### config.mk
export PLATFORM = sky130hd
export DESIGN_NAME = bfly_inject_port
export DESIGN_NICKNAME = d
export VERILOG_FILES = /design/src/rtl/bfly_inject_port.sv
export SDC_FILE = /design/constraint.sdc
export NUM_CORES = 1
export LEC_CHECK = 0
export ABC_AREA = 1
export ABC_CLOCK_PERIOD_IN_PS = 7200
export CAP_MARGIN = 20
export CORE_UTILIZATION = 65
export CTS_BUF_LIST = sky130_fd_sc_hd__clkbuf_4 sky130_fd_sc_hd__clkbuf_8
export CTS_CLUSTER_DIAMETER = 60
export DETAILED_ROUTE_END_ITERATION = 10
export GPL_TIMING_DRIVEN = 1
export PLACE_DENSITY = 0.86
export SETUP_SLACK_MARGIN = 0.3
export SKIP_CTS_REPAIR_TIMING = 1
export SLEW_MARGIN = 20
export SYNTH_ARGS = -nofsm -noshare
export SYNTH_HDL_FRONTEND = slang
export SYNTH_SLANG_ARGS = --single-unit
### constraint.sdc
create_clock -name clk -period 7.2 [get_ports clk]
set_clock_uncertainty 0.1 [all_clocks]
set_input_delay 0.72 -clock clk [delete_from_list [all_inputs] [get_ports clk]]
set_output_delay 0.72 -clock clk [all_outputs]
set_load 0.03 [all_outputs]
### src/rtl/bfly_inject_port.sv
`default_nettype none
// ============================================================================
//  Module      : bfly_inject_port
//  Description : Terminal-side injection stage for the symmetric butterfly.
//                Buffers whole packets in a FIFO (store-and-forward) and then
//                serialises each one onto an 18-bit channel with no
//                backpressure: one header flit followed by the payload flits.
//                Optional macro INJ_GAP_EN inserts one null flit after every
//                packet so the downstream allocator can release its grant.
//  Revision    : 1.0 - initial release
// ============================================================================
module bfly_inject_port #(
  parameter int DEST_W     = 2,
  parameter int FIFO_DEPTH = 8
) (
  input  logic              clk,
  input  logic              rst,
  input  logic              in_valid,
  output logic              in_ready,
  input  logic [15:0]       in_data,
  input  logic              in_last,
  input  logic [DEST_W-1:0] in_dest,
  output logic [17:0]       out_ch,
  output logic              busy,
  output logic              err_stall
);

  localparam int c_AW = $clog2(FIFO_DEPTH);
  localparam int c_PW = c_AW + 1;
  localparam int c_EW = 2 + DEST_W + 16;
  localparam logic [c_PW-1:0] c_ONE = 1;

  localparam logic [1:0] c_ST_IDLE    = 2'd0;
  localparam logic [1:0] c_ST_HEADER  = 2'd1;
  localparam logic [1:0] c_ST_PAYLOAD = 2'd2;
`ifdef INJ_GAP_EN
  localparam logic [1:0] c_ST_GAP     = 2'd3;
`endif

  // Entry layout: {first, last, dest, data}
  logic [c_EW-1:0]   r_mem [FIFO_DEPTH];
  logic [c_PW-1:0]   r_wr_ptr;
  logic [c_PW-1:0]   r_rd_ptr;
  logic [c_PW-1:0]   r_pkt_cnt;
  logic              r_next_first;
  logic              r_err;
  logic [1:0]        r_state;
  logic [17:0]       r_out;
  logic              r_cur_last;

  logic              w_full;
  logic              w_empty;
  logic              w_push;
  logic              w_pop;
  logic              w_pop_req;
  logic              w_idle_rules;
  logic              w_start;
  logic [c_EW-1:0]   w_head;
  logic [15:0]       w_head_data;
  logic [DEST_W-1:0] w_head_dest;
  logic              w_head_last;
  logic              w_head_first;
  logic              w_pkt_inc;
  logic              w_pkt_dec;
  logic [1:0]        w_state_nxt;
  logic [17:0]       w_out_nxt;
  logic              w_cur_last_nxt;

  // The extra wrap bit distinguishes full from empty when the indices match.
  assign w_full  = (r_wr_ptr[c_AW] != r_rd_ptr[c_AW]) &&
                   (r_wr_ptr[c_AW-1:0] == r_rd_ptr[c_AW-1:0]);
  assign w_empty = (r_wr_ptr == r_rd_ptr);

  assign in_ready = !w_full && !rst;
  assign w_push   = in_valid && in_ready;

  assign w_head       = r_mem[r_rd_ptr[c_AW-1:0]];
  assign w_head_data  = w_head[15:0];
  assign w_head_dest  = w_head[16 +: DEST_W];
  assign w_head_last  = w_head[16 + DEST_W];
  assign w_head_first = w_head[17 + DEST_W];

  // A packet may start only once it is fully buffered, so payload never underflows.
  assign w_start   = (r_pkt_cnt != '0) && w_head_first;
  assign w_pop     = w_pop_req && !w_empty;
  assign w_pkt_inc = w_push && in_last;
  assign w_pkt_dec = w_pop && w_head_last;

  // Payload storage; contents need no reset because the pointers define validity.
  always_ff @(posedge clk) begin
    if (w_push) begin
      r_mem[r_wr_ptr[c_AW-1:0]] <= {r_next_first, in_last, in_dest, in_data};
    end
  end

  // FIFO pointers, packet counter, start-of-packet tracking and sticky stall flag.
  always_ff @(posedge clk or posedge rst) begin
    if (rst) begin
      r_wr_ptr     <= '0;
      r_rd_ptr     <= '0;
      r_pkt_cnt    <= '0;
      r_next_first <= 1'b1;
      r_err        <= 1'b0;
    end else begin
      if (w_push) begin
        r_wr_ptr     <= r_wr_ptr + c_ONE;
        r_next_first <= in_last;
      end
      if (w_pop) begin
        r_rd_ptr <= r_rd_ptr + c_ONE;
      end
      case ({w_pkt_inc, w_pkt_dec})
        2'b10:   r_pkt_cnt <= r_pkt_cnt + c_ONE;
        2'b01:   r_pkt_cnt <= r_pkt_cnt - c_ONE;
        default: r_pkt_cnt <= r_pkt_cnt;
      endcase
      // Full with no complete packet means the packet can never drain.
      if (w_full && (r_pkt_cnt == '0)) begin
        r_err <= 1'b1;
      end
    end
  end

  // Serialiser next-state: pops drive payload flits, idle rules may start a header.
  always_comb begin
    w_state_nxt    = r_state;
    w_out_nxt      = 18'h0;
    w_cur_last_nxt = r_cur_last;
    w_pop_req      = 1'b0;
    w_idle_rules   = 1'b0;
    case (r_state)
      c_ST_IDLE:    w_idle_rules = 1'b1;
      c_ST_HEADER:  w_pop_req    = 1'b1;
      c_ST_PAYLOAD: begin
        if (!r_cur_last) begin
          w_pop_req = 1'b1;
        end else begin
`ifdef INJ_GAP_EN
          w_state_nxt = c_ST_GAP;
`else
          w_idle_rules = 1'b1;
`endif
        end
      end
`ifdef INJ_GAP_EN
      c_ST_GAP:     w_idle_rules = 1'b1;
`endif
      default:      w_state_nxt  = c_ST_IDLE;
    endcase
    if (w_pop) begin
      w_out_nxt      = {2'b10, w_head_data};
      w_cur_last_nxt = w_head_last;
      w_state_nxt    = c_ST_PAYLOAD;
    end else if (w_idle_rules) begin
      if (w_start) begin
        w_out_nxt   = {2'b11, w_head_dest, {(16-DEST_W){1'b0}}};
        w_state_nxt = c_ST_HEADER;
      end else begin
        w_state_nxt = c_ST_IDLE;
      end
    end
  end

  // Registered channel output and FSM state.
  always_ff @(posedge clk or posedge rst) begin
    if (rst) begin
      r_state    <= c_ST_IDLE;
      r_out      <= 18'h0;
      r_cur_last <= 1'b0;
    end else begin
      r_state    <= w_state_nxt;
      r_out      <= w_out_nxt;
      r_cur_last <= w_cur_last_nxt;
    end
  end

  assign out_ch    = r_out;
  assign busy      = (r_state != c_ST_IDLE);
  assign err_stall = r_err;

endmodule
`default_nettype wire
==> impl_metrics.py, run 1 <==
metrics = {
    "die": {
        "floorplan.die.width_um": 113,
        "core_area_um2": 12000,
        "die_area_um2": 12700,
        "die-height_um": 113,
        "floorplan.initialDensity_pct": 66.4,
        "top_level_ports": 43,
        "rows": 40,
    },
    "route": {
        "drt_first_pass_iters": 6,
        "route.antenna.remaining_nets": 0,
        "num_vias": 5248,
        "dr.first_iter.drc_count": 811,
        "post-route-drc-count": 0,
        "totalWireLength_um": 17700,
        "wire_per_inst_um": 20.7,
        "route.detailed.vias_per_inst": 6.15,
    },
    "sta": {
        "max_slew_margin_pct": 25.3,
        "fin_crit_ns": 3.98,
        "max_clock_freq_ghz": 0.252,
        "fin_crit_sh_pct": 55.2,
        "slew_violations": 0,
        "setup-tns-final_ns": 0,
        "finalHoldViolCount": 0,
        "unrepaired_setup_endpoints_after_global_routing": "no",
        "worstMarginPinSlew_ns": 1.12,
        "final-setup-viol-count": 0,
    },
    "synthesis": {
        "synthDistinctLibCells": 29,
        "synth_top_family_by_area": "simple AND/OR/NAND/NOR gates",
        "ys_ff_latch": 195,
        "synthesis.area_per_instance_um2": 12.0,
        "netlist_instances": 664,
        "yosys.area_share.simple_pct": 17.0,
        "synth_compound_gate_area_share_pct": 5.10,
        "synth_mux_area_share_pct": 0,
        "syn_nets": 696,
        "post_synth_fa_ha_maj_area_fraction_pct": 1.67,
        "synth_seq_area_share_pct": 71.5,
        "synth-warning-count": 0,
        "syn_area_um2": 7940,
        "synth_xor_area_share_pct": 1.21,
    },
    "clock_network": {
        "clock_slew_seen_by_the_registers_of_the_worst_setup_and_hold_paths_ns": 0.09,
        "tritoncts.num_buffers": 17,
        "clock-sinks": 195,
        "cts.path.max_buffers": 2,
        "cts.root.buffer_cell": "sky130_fd_sc_hd__clkbuf_8",
        "worst_skew_pair.late_latency_ns": 0.47,
        "cts_tree": "yes",
        "cts-htree-levels": 4,
    },
    "worst_setup_path": {
        "cp-start-kind": "flip-flop",
        "timing.rr.start": "r_rd_ptr[1]$_DFFE_PP0P_",
        "critPathMostFrequentCell": "sky130_fd_sc_hd__nand2_1",
        "end_of_the_worst_register_to_register_path": "r_pkt_cnt[3]$_DFFE_PP0P_",
        "crit_path_cell_trace": "buf_4 > clkinv_1 > nand3_1 > nand2_1 > nand2_1 > nand2_1 > nor2_1 > ha_1 > ha_1 > a21oi_1 > nand2_1 > a21oi_1 > o21ai_0 > nand2_1 > nand2_1",
        "worst-r2r-cell-count": 15,
        "worst_ep_arrival_time_ns": 4.24,
        "timing.critical_path.fanout_max": 48,
        "end_kind": "flip-flop",
        "regToRegSetupSlack_ns": 3.22,
        "timing.critical_path.slowest_cell_delay_ns": 0.91,
        "required_ns": 7.46,
        "crit_type": "reg2reg",
        "worst_path_max_delay_cell": "sky130_fd_sc_hd__clkinv_1",
    },
    "cells_and_area": {
        "n_antenna_cell": 0,
        "design.final.nets": 726,
        "drive_above_1_share_pct": 9.48,
        "most-common-layout-cells": "sky130_fd_sc_hd__edfxtp_1 (160), sky130_fd_sc_hd__nand2_1 (143), sky130_fd_sc_hd__nor2_1 (76), sky130_fd_sc_hd__nand3_1 (57), sky130_fd_sc_hd__o21ai_0 (46)",
        "area_growth_from_synthesis_to_layout_pct": 11.4,
        "layout.cells.most_common": "sky130_fd_sc_hd__edfxtp_1",
    },
    "global_routing": {
        "first_global_vias": 5119,
        "grt-ovfl-total": 0,
        "grt_start_max_net_pins": 83,
        "grt_pass1_wl_um": 27400,
        "overall_track_demand_over_capacity_in_global_routing_pct": 30.0,
        "antenna_found_initial": 0,
    },
    "placement": {
        "gpl.final_weighted_congestion": 0.887,
        "port_buffers": 42,
        "post-dp-hpwl_um": 10900,
    },
    "hold_path": {
        "worstHoldPathType": "reg2reg",
        "worstHoldEndpoint": "err_stall$_DFFE_PP0P_",
        "min-delay-start": "err_stall$_DFFE_PP0P_",
        "worstHoldPathCells": 1,
    },
    "power_and_ir_drop": {
        "vdd_drop_max_v": 0.000209,
        "static-leakage-power_uw": 0.00331,
        "power_density_nw_per_um2": 370,
        "fin_total_pwr_uw": 3280,
    },
    "run": {
        "maxCapViolations": 0,
    },
    "status": {
        "run_status": "finished, final reports clean",
    },
}
-- metal layers --
layer | vias up | track usage, % | part of all wire, %
met4 | 0 | 10.7 | 2.1
met2 | 319 | 49.5 | 50
met5 | - | 0 | 0
li1 | 2347 | - | -
met3 | 36 | 5.83 | 9.5
met1 | 2546 | 40.3 | 38
-- kinds of logic (layout without fill, tap and decap cells) --
group	Yosys count	after routing
xor+xnor	11	11
fa+ha+maj	10	10
simple gates	308	308
buf+inv	60	103
flops	195	195
compound gates	80	80
-- flip-flops by register name (all words and copies together) (netlist names) --
| register | cells |
|---|---|
| err_stall | 1 |
| out_ch | 18 |
| r_cur_last | 1 |
| r_mem | 160 |
| r_next_first | 1 |
| r_pkt_cnt | 4 |
| r_rd_ptr | 4 |
| r_state | 2 |
| r_wr_ptr | 4 |
-- synthesized netlist by cell type (all sizes together) --
master | number | area (µm²)
nor2 | 85 | 322
clkbuf | 14 | 52.6
xnor2 | 4 | 35.0
fa | 1 | 20.0
clkinv | 2 | 7.51
ha | 9 | 113
nand3 | 59 | 305
o21ai | 47 | 235
xor2 | 7 | 61.3
nor3 | 14 | 140
buf | 21 | 129
o21bai | 1 | 7.51
a21oi | 31 | 155
nand2 | 145 | 554
o211ai | 1 | 7.51
nand4 | 5 | 31.3
dfstp | 1 | 26.3
inv | 23 | 86.3
dfrtp | 34 | 851
edfxtp | 160 | 4800
-- through the flow --
stage / utilization, % / area [µm²] / worst slack [ns] / std cells / hold slack [ns]
2_1_floorplan: - / 7940 / 3.89 / 664 / 0.364
3_3_place_gp: 70.3 / 8410 / 3.55 / 821 / 0.361
3_5_place_dp: 70.3 / 8410 / 3.35 / 821 / 0.387
4_1_cts: 73.7 / 8820 / 3.27 / 853 / 0.410
5_1_grt: 74.0 / 8850 / 2.84 / 854 / 0.422
6_report: 74.0 / 8850 / 3.22 / 854 / 0.406
-- critical path, delay by kind of cell, from the launching register on --
family	cells	cell delay (ns)
adder cells (fa/ha/maj)	2	0.57
AND/OR/NAND/NOR	8	0.99
AO/OA/AOI/OAI	3	0.50
flip-flops	1	0.35
buffers and inverters	2	1.37
-- power by group --
part,switching [µW],total (µW),internal (µW),leakage [µW]
registers,95.4,1460,1360,0.00190
logic,769,1100,331,0.00120
clock network,376,718,342,0.000202
-- how the worst max path moves through the flow --
stage	startpoint	endpoint	slack, ns	depth (start not counted)
5_1_grt	r_rd_ptr[1]$_DFFE_PP0P_	r_pkt_cnt[3]$_DFFE_PP0P_	2.84	15
4_1_cts	r_rd_ptr[1]$_DFFE_PP0P_	r_pkt_cnt[3]$_DFFE_PP0P_	3.27	15
2_1_floorplan	rst	r_pkt_cnt[3]$_DFFE_PP0P_	3.89	10
3_5_place_dp	r_rd_ptr[1]$_DFFE_PP0P_	r_pkt_cnt[3]$_DFFE_PP0P_	3.35	15
6_report	r_rd_ptr[1]$_DFFE_PP0P_	r_pkt_cnt[3]$_DFFE_PP0P_	3.22	15
3_3_place_gp	rst	r_mem[1][11]$_DFFE_PP_	3.55	4
-- final cells by class --
type	instances	area, µm²
Timing Repair Buffer	46	454
Multi-Input combinational cell	409	2020
Fill cell	776	3120
Inverter	25	93.8
Sequential cell	195	5680
Clock inverter	10	125
Tap cell	147	184
Clock buffer	22	284
Note: power is estimated with default switching activity, not from simulation.
==> run 2: changes to the inputs <==
ABC_CLOCK_PERIOD_IN_PS = 3770   (was 7200)
CORE_UTILIZATION = 62   (was 65)
PLACE_DENSITY = 0.82   (was 0.86)
clock period = 3.77 ns   (was 7.2 ns; I/O delays follow)
==> run 2 against run 1 <==
First-iteration DRC count fell by 41%. Die area is 4.8% higher. Register-to-register slack got worse by 2.5 ns. Non-clock buffer count rose by 14. Critical endpoint unchanged. Sequential power rose by 92%. Cell count up 4.1%. Worst hold slack lost 0.26 ns. Clock power rose by 88%. Routed wire length decreased by 7.6%. Critical path type unchanged.
==> impl_metrics.py, run 2 (synthesis results as in run 1) <==
metrics = {
    "route": {
        "route.detailed.vias_per_inst": 5.75,
        "dr.first_iter.drc_count": 481,
        "post-route-drc-count": 0,
        "wire_per_inst_um": 18.4,
        "route.antenna.remaining_nets": 0,
        "wl_met1_um": 6440,
        "drt_first_pass_iters": 5,
        "num_vias": 5114,
        "highest-signal-layer": "met4",
        "totalWireLength_um": 16300,
        "dr_wl_met3_um": 1190,
        "met2_wirelength_um": 8300,
    },
    "die": {
        "top_level_ports": 43,
        "floorplan.initialDensity_pct": 64.8,
        "floorplan.die.width_um": 115,
        "die_area_um2": 13300,
        "rows": 40,
        "core_area_um2": 12300,
        "die-height_um": 115,
    },
    "global_routing": {
        "overall_track_demand_over_capacity_in_global_routing_pct": 27.2,
        "first_global_vias": 5089,
        "antenna_found_initial": 0,
        "grt_start_max_net_pins": 57,
        "grt_pass1_wl_um": 25900,
        "grt-ovfl-total": 0,
    },
    "clock_network": {
        "cts.root.buffer_cell": "sky130_fd_sc_hd__clkbuf_8",
        "cts-htree-levels": 4,
        "tritoncts.num_buffers": 17,
        "cts_tree": "yes",
        "worst_skew_pair.late_latency_ns": 0.47,
        "cts.path.max_buffers": 2,
        "clock_slew_seen_by_the_registers_of_the_worst_setup_and_hold_paths_ns": 0.10,
        "clock-sinks": 195,
    },
    "placement": {
        "port_buffers": 42,
        "gpl.final_weighted_congestion": 0.838,
        "post-dp-hpwl_um": 9740,
        "dpl_cell_area_um2": 8550,
    },
    "cells_and_area": {
        "design.final.nets": 740,
        "n_antenna_cell": 0,
        "fill_cells": 780,
        "flip_flop_count_of_the_largest_register_after_layout": 160,
        "design_area_um2": 8950,
        "layout.cells.most_common": "sky130_fd_sc_hd__edfxtp_1",
        "most-common-layout-cells": "sky130_fd_sc_hd__edfxtp_1 (160), sky130_fd_sc_hd__nand2_1 (143), sky130_fd_sc_hd__nor2_1 (76), sky130_fd_sc_hd__nand3_1 (57), sky130_fd_sc_hd__o21ai_0 (46)",
        "area_growth_from_synthesis_to_layout_pct": 12.7,
        "drive_above_1_share_pct": 11.1,
        "post-route-util_pct": 73.0,
    },
    "sta": {
        "final-setup-viol-count": 0,
        "slew_violations": 0,
        "fin_crit_sh_pct": 81.7,
        "worstMarginPinSlew_ns": 0.585,
        "unrepaired_setup_endpoints_after_global_routing": "no",
        "max_clock_freq_ghz": 0.325,
        "fin_hold_ws_ns": 0.147,
        "finalHoldViolCount": 0,
        "max_slew_margin_pct": 61.0,
        "fin_crit_ns": 3.08,
        "setup-tns-final_ns": 0,
    },
    "worst_setup_path": {
        "required_ns": 4.03,
        "cp-start-kind": "flip-flop",
        "timing.rr.start": "r_rd_ptr[0]$_DFFE_PP0P_",
        "regToRegSetupSlack_ns": 0.69,
        "end_of_the_worst_register_to_register_path": "r_pkt_cnt[3]$_DFFE_PP0P_",
        "timing.critical_path.fanout_max": 30,
        "crit_type": "reg2reg",
        "worst-r2r-cell-count": 15,
        "critPathMostFrequentCell": "sky130_fd_sc_hd__nand2_1",
        "worst_ep_arrival_time_ns": 3.34,
        "crit_path_cell_trace": "buf_4 > nand2_1 > nand3_1 > nand2_1 > nand2_1 > nand2_1 > nor2_1 > ha_1 > ha_1 > a21oi_1 > nand2_1 > a21oi_1 > o21ai_0 > nand2_1 > nand2_1",
        "worst_path_max_delay_cell": "sky130_fd_sc_hd__dfrtp_2",
        "timing.critical_path.slowest_cell_delay_ns": 0.74,
        "end_kind": "flip-flop",
    },
    "power_and_ir_drop": {
        "vdd_drop_max_v": 0.000456,
        "static-leakage-power_uw": 0.00338,
        "power_density_nw_per_um2": 693,
        "fin_total_pwr_uw": 6210,
    },
    "status": {
        "run_status": "finished, final reports clean",
    },
    "run": {
        "maxCapViolations": 0,
    },
    "hold_path": {
        "worstHoldPathType": "in2async",
    },
}
## run 2: stage by stage
stage	std cells	setup slack, ns
global route	889	0.381
floorplan	664	0.803
global placement	857	0.880
CTS	889	0.709
finish	889	0.688
detailed placement	857	0.728
## run 2: final cells by class
type,count,area [µm²],area share (%)
flip-flops and latches,195,5680,63.5
multi-input cells,409,2010,22.4
inverters,25,93.8,1.05
repair buffers,60,556,6.20
well taps,168,210,2.35
clock buffers,20,275,3.07
clock inverters,12,129,1.44
## run 2: report_power, final
part | switching [µW] | internal [µW] | total, µW
Combinational | 1390 | 670 | 2060
Sequential | 193 | 2610 | 2800
Clock | 707 | 642 | 1350
## run 2: worst max-delay path, delay by kind of cell, from the launching register on
kind / cells / cell delay (ns)
fa+ha+maj: 2 / 0.57
compound gates: 3 / 0.47
simple gates: 9 / 0.67
flops: 1 / 0.74
buf+inv: 1 / 0.41
## run 2: worst max-delay path by stage
stage / startpoint / end / slack, ns / cells after the start
global placement: r_rd_ptr[0]$_DFFE_PP0P_ / r_pkt_cnt[3]$_DFFE_PP0P_ / 0.88 / 15
detailed placement: r_rd_ptr[0]$_DFFE_PP0P_ / r_pkt_cnt[3]$_DFFE_PP0P_ / 0.73 / 15
global route: r_rd_ptr[0]$_DFFE_PP0P_ / r_pkt_cnt[3]$_DFFE_PP0P_ / 0.38 / 15
floorplan: rst / r_pkt_cnt[3]$_DFFE_PP0P_ / 0.80 / 10
CTS: r_rd_ptr[0]$_DFFE_PP0P_ / r_pkt_cnt[3]$_DFFE_PP0P_ / 0.71 / 15
finish: r_rd_ptr[0]$_DFFE_PP0P_ / r_pkt_cnt[3]$_DFFE_PP0P_ / 0.69 / 15
## run 2: metal layers
layer	global-route usage, %	vias up
li1	-	2370
met4	11.4	0
met1	34.8	2479
met3	6.80	36
met5	0	-
met2	44.9	229
==> run 3: changes to the inputs <==
ABC_CLOCK_PERIOD_IN_PS = 3200   (was 3770)
clock period = 3.2 ns   (was 3.77 ns; I/O delays follow)
==> run 3 against run 2 <==
First-iteration DRC count fell by 7.1%. Power rose by 18%. Critical endpoint is now in_ready. Largest cell class unchanged. Highest routed layer unchanged. Register-to-register slack got worse by 0.09 ns.
==> impl_metrics.py, run 3 (synthesis results as in run 1) <==
metrics = {
    "status": {
        "run_status": "finished, final reports clean",
    },
    "sta": {
        "final-setup-viol-count": 0,
        "setup-tns-final_ns": 0,
        "fin_crit_ns": 2.63,
        "unrepaired_setup_endpoints_after_global_routing": "no",
        "worstMarginPinSlew_ns": 0.848,
        "finalHoldViolCount": 0,
        "slew_violations": 0,
        "fin_crit_sh_pct": 82.0,
        "max_clock_freq_ghz": 0.381,
        "max_slew_margin_pct": 43.4,
    },
    "power_and_ir_drop": {
        "switchingPower_uw": 2650,
        "clkPwrFrac_pct": 21.6,
        "netSwitchingFraction_pct": 36.2,
        "power_density_nw_per_um2": 815,
        "vdd_drop_max_v": 0.000483,
        "internal_power_uw": 4670,
        "static-leakage-power_uw": 0.00339,
        "pwr-share-seq_pct": 44.4,
        "p_comb_share_pct": 34.0,
    },
    "worst_setup_path": {
        "cp-start-kind": "flip-flop",
        "timing.critical_path.fanout_max": 9,
        "critical_path.top_delay_family": "buffers and inverters",
        "critical_path_buf_inv_count": 2,
        "required_ns": 2.78,
        "worst_ep_arrival_time_ns": 2.21,
        "worst_path_max_delay_cell": "sky130_fd_sc_hd__clkdlybuf4s50_1",
        "end_kind": "primary output",
        "crit_path_cell_trace": "xor2_1 > nor2_2 > nand3_2 > nand2_1 > inv_1 > clkdlybuf4s50_1",
        "timing.critical_path.slowest_cell_delay_ns": 0.58,
        "crit_type": "reg2out",
    },
    "clock_network": {
        "worst_skew_pair.late_latency_ns": 0.46,
        "cts.root.buffer_cell": "sky130_fd_sc_hd__clkbuf_8",
        "cts-htree-levels": 4,
        "clock-sinks": 195,
        "cts_tree": "yes",
        "tritoncts.num_buffers": 17,
        "clock_slew_seen_by_the_registers_of_the_worst_setup_and_hold_paths_ns": 0.08,
        "cts.path.max_buffers": 2,
    },
    "cells_and_area": {
        "design.final.nets": 742,
        "layout.cells.most_common": "sky130_fd_sc_hd__edfxtp_1",
        "most-common-layout-cells": "sky130_fd_sc_hd__edfxtp_1 (160), sky130_fd_sc_hd__nand2_1 (143), sky130_fd_sc_hd__nor2_1 (76), sky130_fd_sc_hd__nand3_1 (57), sky130_fd_sc_hd__o21ai_0 (46)",
        "area.sequential_um2": 5680,
        "post-route-util_pct": 73.2,
        "area_growth_from_synthesis_to_layout_pct": 13.0,
        "fill_cells": 745,
        "flip_flop_count_of_the_largest_register_after_layout": 160,
        "n_antenna_cell": 0,
        "multiInputGateArea_um2": 2010,
        "drive_above_1_share_pct": 11.6,
    },
    "die": {
        "core_area_um2": 12300,
        "top_level_ports": 43,
        "floorplan.die.width_um": 115,
        "rows": 40,
        "die_area_um2": 13300,
        "floorplan.initialDensity_pct": 64.8,
        "die-height_um": 115,
    },
    "hold_path": {
        "worstHoldPathType": "in2async",
    },
    "placement": {
        "gpl.final_weighted_congestion": 0.820,
        "post-dp-hpwl_um": 8950,
        "port_buffers": 42,
    },
    "route": {
        "post-route-drc-count": 0,
        "dr.first_iter.drc_count": 447,
        "wire_per_inst_um": 17.7,
        "totalWireLength_um": 15800,
        "route.antenna.remaining_nets": 0,
        "num_vias": 5094,
        "drt_first_pass_iters": 5,
        "route.detailed.vias_per_inst": 5.72,
    },
    "global_routing": {
        "first_global_vias": 5053,
        "grt_pass1_wl_um": 24600,
        "grt-ovfl-total": 0,
        "overall_track_demand_over_capacity_in_global_routing_pct": 25.8,
        "grt_start_max_net_pins": 79,
        "antenna_found_initial": 0,
    },
    "run": {
        "maxCapViolations": 0,
    },
}
-- run 3: changes by cell type in the layout (fill, tap and decap cells not counted), sizes merged --
cell | before | now
clkinv | 7 | 4
inv | 26 | 25
clkinvlp | 2 | 1
buf | 18 | 19
clkbuf | 20 | 25
dlygate4sd3 | 0 | 1
-- run 3: layout make-up --
cell class / count / area share (%)
clock buffer: 25 / 3.41
sequential: 195 / 63.3
multi-input combinational: 409 / 22.4
timing repair buffer: 62 / 6.38
tap: 168 / 2.34
clock inverter: 7 / 1.13
inverter: 25 / 1.06
-- run 3: power groups by stage --
| stage | clock (µW) | sequential, µW | combinational [µW] |
|---|---|---|---|
| after floorplan | 0 | 3390 | 1660 |
| after global placement | 0 | 3290 | 2360 |
| final | 1580 | 3250 | 2490 |
| after global routing | 1690 | 3280 | 2750 |
| after CTS | 1600 | 3250 | 2480 |
| after detailed placement | 0 | 3300 | 2470 |
-- run 3: worst paths after layout --
path / endpoint / slack, ns / cells past startpoint / startpoint
max: in_ready / 0.57 / 6 / r_wr_ptr[1]$_DFFE_PP0P_
max in group asynchronous: out_ch[12]$_DFF_PP0_ / 2.04 / 3 / rst
min: r_wr_ptr[1]$_DFFE_PP0P_ / 0.12 / 3 / rst
min reg2reg: err_stall$_DFFE_PP0P_ / 0.38 / 1 / err_stall$_DFFE_PP0P_
max reg2reg: r_pkt_cnt[3]$_DFFE_PP0P_ / 0.60 / 12 / r_wr_ptr[1]$_DFFE_PP0P_
min in group clk: err_stall$_DFFE_PP0P_ / 0.38 / 1 / err_stall$_DFFE_PP0P_
-- run 3: tightest hold or removal path, delay by kind of cell --
kind	cells	cell delay, ns
buf+inv	3	0.71
-- run 3: stage by stage --
step	worst slack, ns	cell area [µm²]	power [µW]	std cells	hold slack, ns
after CTS	0.546	8970	7330	890	-0.0258
after floorplan	0.653	7950	5050	664	0.144
after global routing	0.334	8980	7720	891	0.114
after detailed placement	0.552	8560	5780	858	0.361
after global placement	0.641	8560	5650	858	0.366
final	0.574	8980	7320	891	0.118
-- run 3: layer usage --
metal	GRT usage, %	vias to the layer above	routed length (µm)
met5	0	-	0
met4	15.1	0	657
met3	6.01	59	1050
met2	41.9	218	7840
met1	32.1	2443	6240
li1	-	2374	-
